$ cat config.mk
export PLATFORM = sky130hd
export DESIGN_NAME = qspi_dual_slave_phy
export DESIGN_NICKNAME = d
export VERILOG_FILES = /design/src/rtl/qspi_dual_slave_phy.sv
export SDC_FILE = /design/constraint.sdc
export NUM_CORES = 1
export LEC_CHECK = 0
export ABC_AREA = 0
export CAP_MARGIN = 40
export CORE_MARGIN = 8
export CORE_UTILIZATION = 47
export DETAILED_ROUTE_END_ITERATION = 16
export PLACE_DENSITY = 0.77
export SLEW_MARGIN = 10
export SYNTH_ARGS = -nofsm -noshare
export SYNTH_HDL_FRONTEND = slang
export SYNTH_SLANG_ARGS = --single-unit
$ cat constraint.sdc
create_clock -name clk -period 1.9 [get_ports clk]
set_clock_uncertainty 0.05 [all_clocks]
set_input_delay 0.285 -clock clk [delete_from_list [all_inputs] [get_ports clk]]
set_output_delay 0.285 -clock clk [all_outputs]
set_load 0.05 [all_outputs]
$ cat src/rtl/qspi_dual_slave_phy.sv
// ============================================================================
// Module   : qspi_dual_slave_phy
// Purpose  : Dual-lane SPI slave front end. Oversamples the pad chip select
//            and serial clock, deserialises two bits per rising sclk edge into
//            bytes, and (when QSPI_TX_EN is defined) serialises response bytes
//            back onto the data pads after a read command (command bit 7 set).
// Options  : QSPI_TX_EN - enables the TX state and the pad output path.
// Revision : 1.0 - initial release
// ============================================================================
`default_nettype none

module qspi_dual_slave_phy #(
    parameter int SYNC_STAGES = 2
) (
    input  logic       clk,
    input  logic       reset,
    input  logic       io_ss,
    input  logic       io_sclk,
    input  logic [1:0] io_qd_read,
    output logic [1:0] io_qd_write,
    output logic [1:0] io_qd_writeEnable,
    output logic       io_rx_valid,
    output logic [7:0] io_rx_data,
    output logic       io_rx_first,
    output logic       io_frame_end,
    output logic       io_tx_ready,
    input  logic [7:0] io_tx_data
);

    typedef enum logic [1:0] {
        ST_IDLE = 2'd0,
        ST_CMD  = 2'd1,
        ST_RX   = 2'd2,
        ST_TX   = 2'd3
    } state_t;

    state_t                      r_state;
    logic [SYNC_STAGES-1:0]      r_ss_sync;
    logic [SYNC_STAGES-1:0]      r_sclk_sync;
    logic [SYNC_STAGES-1:0][1:0] r_qd_sync;
    logic                        r_sclk_hist;
    logic [1:0]                  r_cnt;
    logic [5:0]                  r_rx_sr;

    logic                        w_ss;
    logic                        w_sclk;
    logic [1:0]                  w_qd;
    logic                        w_sclk_rise;
    logic [7:0]                  w_byte;
    logic                        w_byte_done;

`ifdef QSPI_TX_EN
    logic                        r_tx_ready;
    logic [7:0]                  r_tx_next;
    logic                        r_tx_pending;
    logic [7:0]                  r_tx_sr;
    logic                        r_tx_oe;
    logic                        w_sclk_fall;
`endif

    assign w_ss        = r_ss_sync[SYNC_STAGES-1];
    assign w_sclk      = r_sclk_sync[SYNC_STAGES-1];
    assign w_qd        = r_qd_sync[SYNC_STAGES-1];
    assign w_sclk_rise = w_sclk & ~r_sclk_hist;
    // Byte as it will look once the current dibit is shifted in.
    assign w_byte      = {r_rx_sr, w_qd};
    assign w_byte_done = (r_cnt == 2'd3);

    // Pad synchronisers plus the sclk history flop used for edge detection.
    always_ff @(posedge clk) begin
        if (reset) begin
            r_ss_sync   <= '1;
            r_sclk_sync <= '0;
            r_qd_sync   <= '0;
            r_sclk_hist <= 1'b0;
        end else begin
            r_ss_sync   <= {r_ss_sync[SYNC_STAGES-2:0], io_ss};
            r_sclk_sync <= {r_sclk_sync[SYNC_STAGES-2:0], io_sclk};
            r_qd_sync   <= {r_qd_sync[SYNC_STAGES-2:0], io_qd_read};
            r_sclk_hist <= w_sclk;
        end
    end

`ifdef QSPI_TX_EN
    assign w_sclk_fall       = ~w_sclk & r_sclk_hist;
    assign io_tx_ready       = r_tx_ready;
    assign io_qd_write       = r_tx_sr[7:6];
    assign io_qd_writeEnable = {2{r_tx_oe}};
`else
    logic w_unused_tx;
    assign w_unused_tx       = ^io_tx_data;
    assign io_tx_ready       = 1'b0;
    assign io_qd_write       = 2'b00;
    assign io_qd_writeEnable = 2'b00;
`endif

    // Frame state machine, receive deserialiser and transmit serialiser.
    always_ff @(posedge clk) begin
        if (reset) begin
            r_state      <= ST_IDLE;
            r_cnt        <= 2'd0;
            r_rx_sr      <= 6'd0;
            io_rx_valid  <= 1'b0;
            io_rx_first  <= 1'b0;
            io_rx_data   <= 8'h00;
            io_frame_end <= 1'b0;
`ifdef QSPI_TX_EN
            r_tx_ready   <= 1'b0;
            r_tx_next    <= 8'h00;
            r_tx_pending <= 1'b0;
            r_tx_sr      <= 8'h00;
            r_tx_oe      <= 1'b0;
`endif
        end else begin
            io_rx_valid  <= 1'b0;
            io_rx_first  <= 1'b0;
            io_frame_end <= 1'b0;
`ifdef QSPI_TX_EN
            r_tx_ready   <= 1'b0;
            // Response byte is taken while the ready pulse is visible.
            if (r_tx_ready) begin
                r_tx_next    <= io_tx_data;
                r_tx_pending <= 1'b1;
            end
`endif
            if (r_state != ST_IDLE && w_ss) begin
                // Deselect wins over any edge in the same cycle; partial byte dropped.
                r_state      <= ST_IDLE;
                r_cnt        <= 2'd0;
                io_frame_end <= 1'b1;
`ifdef QSPI_TX_EN
                r_tx_pending <= 1'b0;
                r_tx_sr      <= 8'h00;
                r_tx_oe      <= 1'b0;
`endif
            end else begin
                case (r_state)
                    ST_IDLE: begin
                        if (!w_ss) begin
                            r_state <= ST_CMD;
                            r_cnt   <= 2'd0;
                        end
                    end
                    ST_CMD, ST_RX: begin
                        if (w_sclk_rise) begin
                            r_rx_sr <= w_byte[5:0];
                            r_cnt   <= r_cnt + 2'd1;
                            if (w_byte_done) begin
                                io_rx_valid <= 1'b1;
                                io_rx_data  <= w_byte;
                                io_rx_first <= (r_state == ST_CMD);
                                r_state     <= ST_RX;
`ifdef QSPI_TX_EN
                                if (r_state == ST_CMD && w_byte[7]) begin
                                    r_state    <= ST_TX;
                                    r_tx_ready <= 1'b1;
                                end
`endif
                            end
                        end
                    end
`ifdef QSPI_TX_EN
                    ST_TX: begin
                        if (w_sclk_rise) begin
                            r_cnt <= r_cnt + 2'd1;
                            if (w_byte_done) begin
                                r_tx_ready <= 1'b1;
                            end
                        end
                        // Host samples on rising edges, so data moves on falling edges.
                        if (w_sclk_fall) begin
                            r_tx_oe <= 1'b1;
                            if (r_tx_pending) begin
                                r_tx_sr      <= r_tx_next;
                                r_tx_pending <= 1'b0;
                            end else begin
                                r_tx_sr <= {r_tx_sr[5:0], 2'b00};
                            end
                        end
                    end
`endif
                    default: r_state <= ST_IDLE;
                endcase
            end
        end
    end

endmodule

`default_nettype wire
==> impl_results.md <==
- Most common library cells after synthesis: dfxtp_1, mux2i_1, nand2b_1, nor2b_1, buf_4
- FP Rows: 18
- CP peak stage delay: 0.81 ns
- Fin crit period: 1.81 ns
- Vias/cell: approximately 5.0
- Area Growth Syn to Fin: 19.3%
- RePlAce Congestion: between 0.7 and 0.8
- Critical Path RT: around 1.6 ns
- Antenna Nets Post-Route: 0
- Final hold viol count: 0
- Final setup fails: 0
- Syn Std Cell Area: roughly 0.0012 mm^2
- Period utilisation layout: 95.3%
- Layout Utilization: between 50 and 60%
- HP Class: reg -> reg
- Via count: a little over 800
- Top Family by Delay on Critical Path: buffers and inverters
- Port bufs: 16
- Maximum vdd drop: about 710 uV
- Clock slew at reported path FFs: ~0.09 ns
- CTS Buf Count: 5
- Critical path buffers and inverters: 1
- Hold depth: 1
- Clk_lat worst skew: between 0.3 and 0.4 ns
- Async S/R FF share, synth: 0%
- Final setup TNS: 0 ns
- Syn Inst Count: between 100 and 150
- Vias in the first global route: between 800 and 900
- Leak: about 0.61 nW
- WL per Instance: approximately 13 um
- Mapped Avg Cell Area: about 11 um^2
- Place WS: 0.230 ns
- Initial drt markers: 13
- CTS Sinks: 30
- Clock H-tree levels: 2
- Dominant cell type by area after synthesis: dfxtp_1
- Setup Crit Path Kind: reg -> out
- Post-synthesis simple-gate area fraction: 21.8%
- CTS tree: yes
- Synth top area cells: dfxtp_1, mux2i_1, nand2b_1, nor2b_1, ha_1
- Final Cell Area: ~0.0014 mm^2
- Synth Area in Adders: 4.14%
- Post-synth cell types: 24
- GRT Resource Usage Total: 11.0%
- Power Density: ~1100 mW/mm^2
- Yosys top cell area share: a little under 50%
- CTS Hold Bufs: 0
- Final worst slack: around 0.088 ns
- First-pass GRT wire length: 3670 um
- Largest net degree at the start of global routing: 12
- Dpl hpwl: about 1500 um
- Layout cells sized above 1: 10.5%
- Critical path's slowest cell: clkdlybuf4s50_1
- Post-Synth XOR/XNOR Area: 0%
- Pre-Repair DR Iteration Count: 4
- Synth Area in Compound Gates: ~2.4%
- Mux cell area share after synthesis: roughly 14%
- Crit path launch type: flip-flop
- Yosys reg bits: 30
- Slew Viols, Final: 0
- Die width: approximately 67 um
- Finished Layout Cells: approximately 160
- Nets@finish: 150
- Crit end category: output pin
- Core ar.: 0.00245 mm^2
- Slew @ Worst Pin: just over 0.5 ns
- Main combinational cell family by area after synthesis: simple AND/OR/NAND/NOR gates
- Die Y: roughly 67 um
- Critical path arrival: between 1 and 1.5 ns
- Worst slew margin: between 60% and 70%
- CTS Buffer Depth: 2
- Clock Tree Root: clkbuf_4
- WP depth: 1
- Initial antenna violation count: 0
- EDFF count, synth: 0
- Count leader, synth: dfxtp_1
- DRT Wirelength: around 2100 um
- Die ar.: 0.00445 mm^2
- Design Power: 1.53 mW
- Reg2reg path depth: 6
- DRC: 0
- Cells after DPL: ~160
- Ys flop type: dfxtp_1
- Seq/Total Area, Yosys: around half
- Antenna fix cells: 0
- Worst Path Max Fanout: 2
- RSZ-0062 raised after global routing: false
- Max Cap Viol: 0
- Placed instance area: about 0.0014 mm^2
- Critical path, cell by cell: clkdlybuf4s50_1
- Total grt overflow: 0
- Hold WS: 0.379 ns
- F_max: 0.552 GHz
- Yosys warnings: 0
- Outcome: complete, no violations
- Num ports: 30
- Initial Utilization: between 40% and 50%
sequential cells by signal (all words and copies together) (netlist names):
register,cells
r_sclk_hist,1
io_rx_data,8
r_sclk_sync,2
r_rx_sr,6
io_frame_end,1
w_qd,2
r_ss_sync,2
r_cnt,2
io_rx_valid,1
r_state,2
r_qd_sync,2
io_rx_first,1
worst paths after layout:
kind,endpoint,startpoint,slack [ns]
max,io_rx_data[7],io_rx_data[7],0.09
min,r_ss_sync[1],r_ss_sync[0],0.38
min reg2reg,r_ss_sync[1],r_ss_sync[0],0.38
max reg2reg,io_rx_data[3],r_state[0],0.19
cell usage in the layout, fill, tap and decap left out:
cell / n
or4b_1: 1
nand2b_1: 14
a21oi_1: 1
dlymetal6s2s_1: 1
buf_4: 3
nand3_1: 3
dfxtp_1: 30
a211oi_2: 1
nor2b_1: 9
nor3b_2: 1
clkbuf_4: 5
nand4_1: 2
o221a_2: 1
inv_1: 3
nor2_1: 4
nand2_1: 4
clkbuf_1: 2
bufinv_16: 1
conb_1: 5
ha_1: 4
clkdlybuf4s50_1: 15
nand3b_1: 2
or2_2: 2
mux2i_1: 17
and3_1: 1
and2_1: 1
cell families (layout without fill, tap and decap cells):
kind of cell,Yosys count,count (layout)
buffers and inverters,14,30
adder cells (fa/ha/maj),4,4
AO/OA/AOI/OAI,3,3
multiplexers,17,17
AND/OR/NAND/NOR,44,44
flip-flops,30,30
other,1,5
power by group:
group	internal [mW]	total, mW	switching, mW	leakage (nW)
logic	0.147	0.366	0.219	0.327
registers	0.664	0.685	0.0208	0.244
clock network	0.279	0.481	0.202	0.0395
total	1.09	1.53	0.442	0.610
repair_timing:
| action | in CTS | in global routing |
|---|---|---|
| resized for setup | 0 | 1 |
| setup buffers | 0 | 0 |
| setup endpoints to repair | 0 | 1 |
area by class of cell:
class                           count  area, um^2
Inverter                            3        11.3
Clock inverter                      1        30.0
Timing Repair Buffer               19         185
Tap cell                           30        37.5
Clock buffer                        7        45.0
Sequential cell                    30         601
Fill cell                         221        1010
Multi-Input combinational cell     73         532
layer usage:
metal / share of wire [%] / routed length [um] / vias to the layer above / track usage, %
li1: - / - / 402 / -
met5: 0 / 0 / - / 0
met3: 6.2 / 130 / 5 / 4.53
met4: 2.4 / 51 / 0 / 7.20
met2: 51 / 1050 / 23 / 18.9
met1: 41 / 849 / 379 / 10.6
Power figures use the tool's default switching activity.
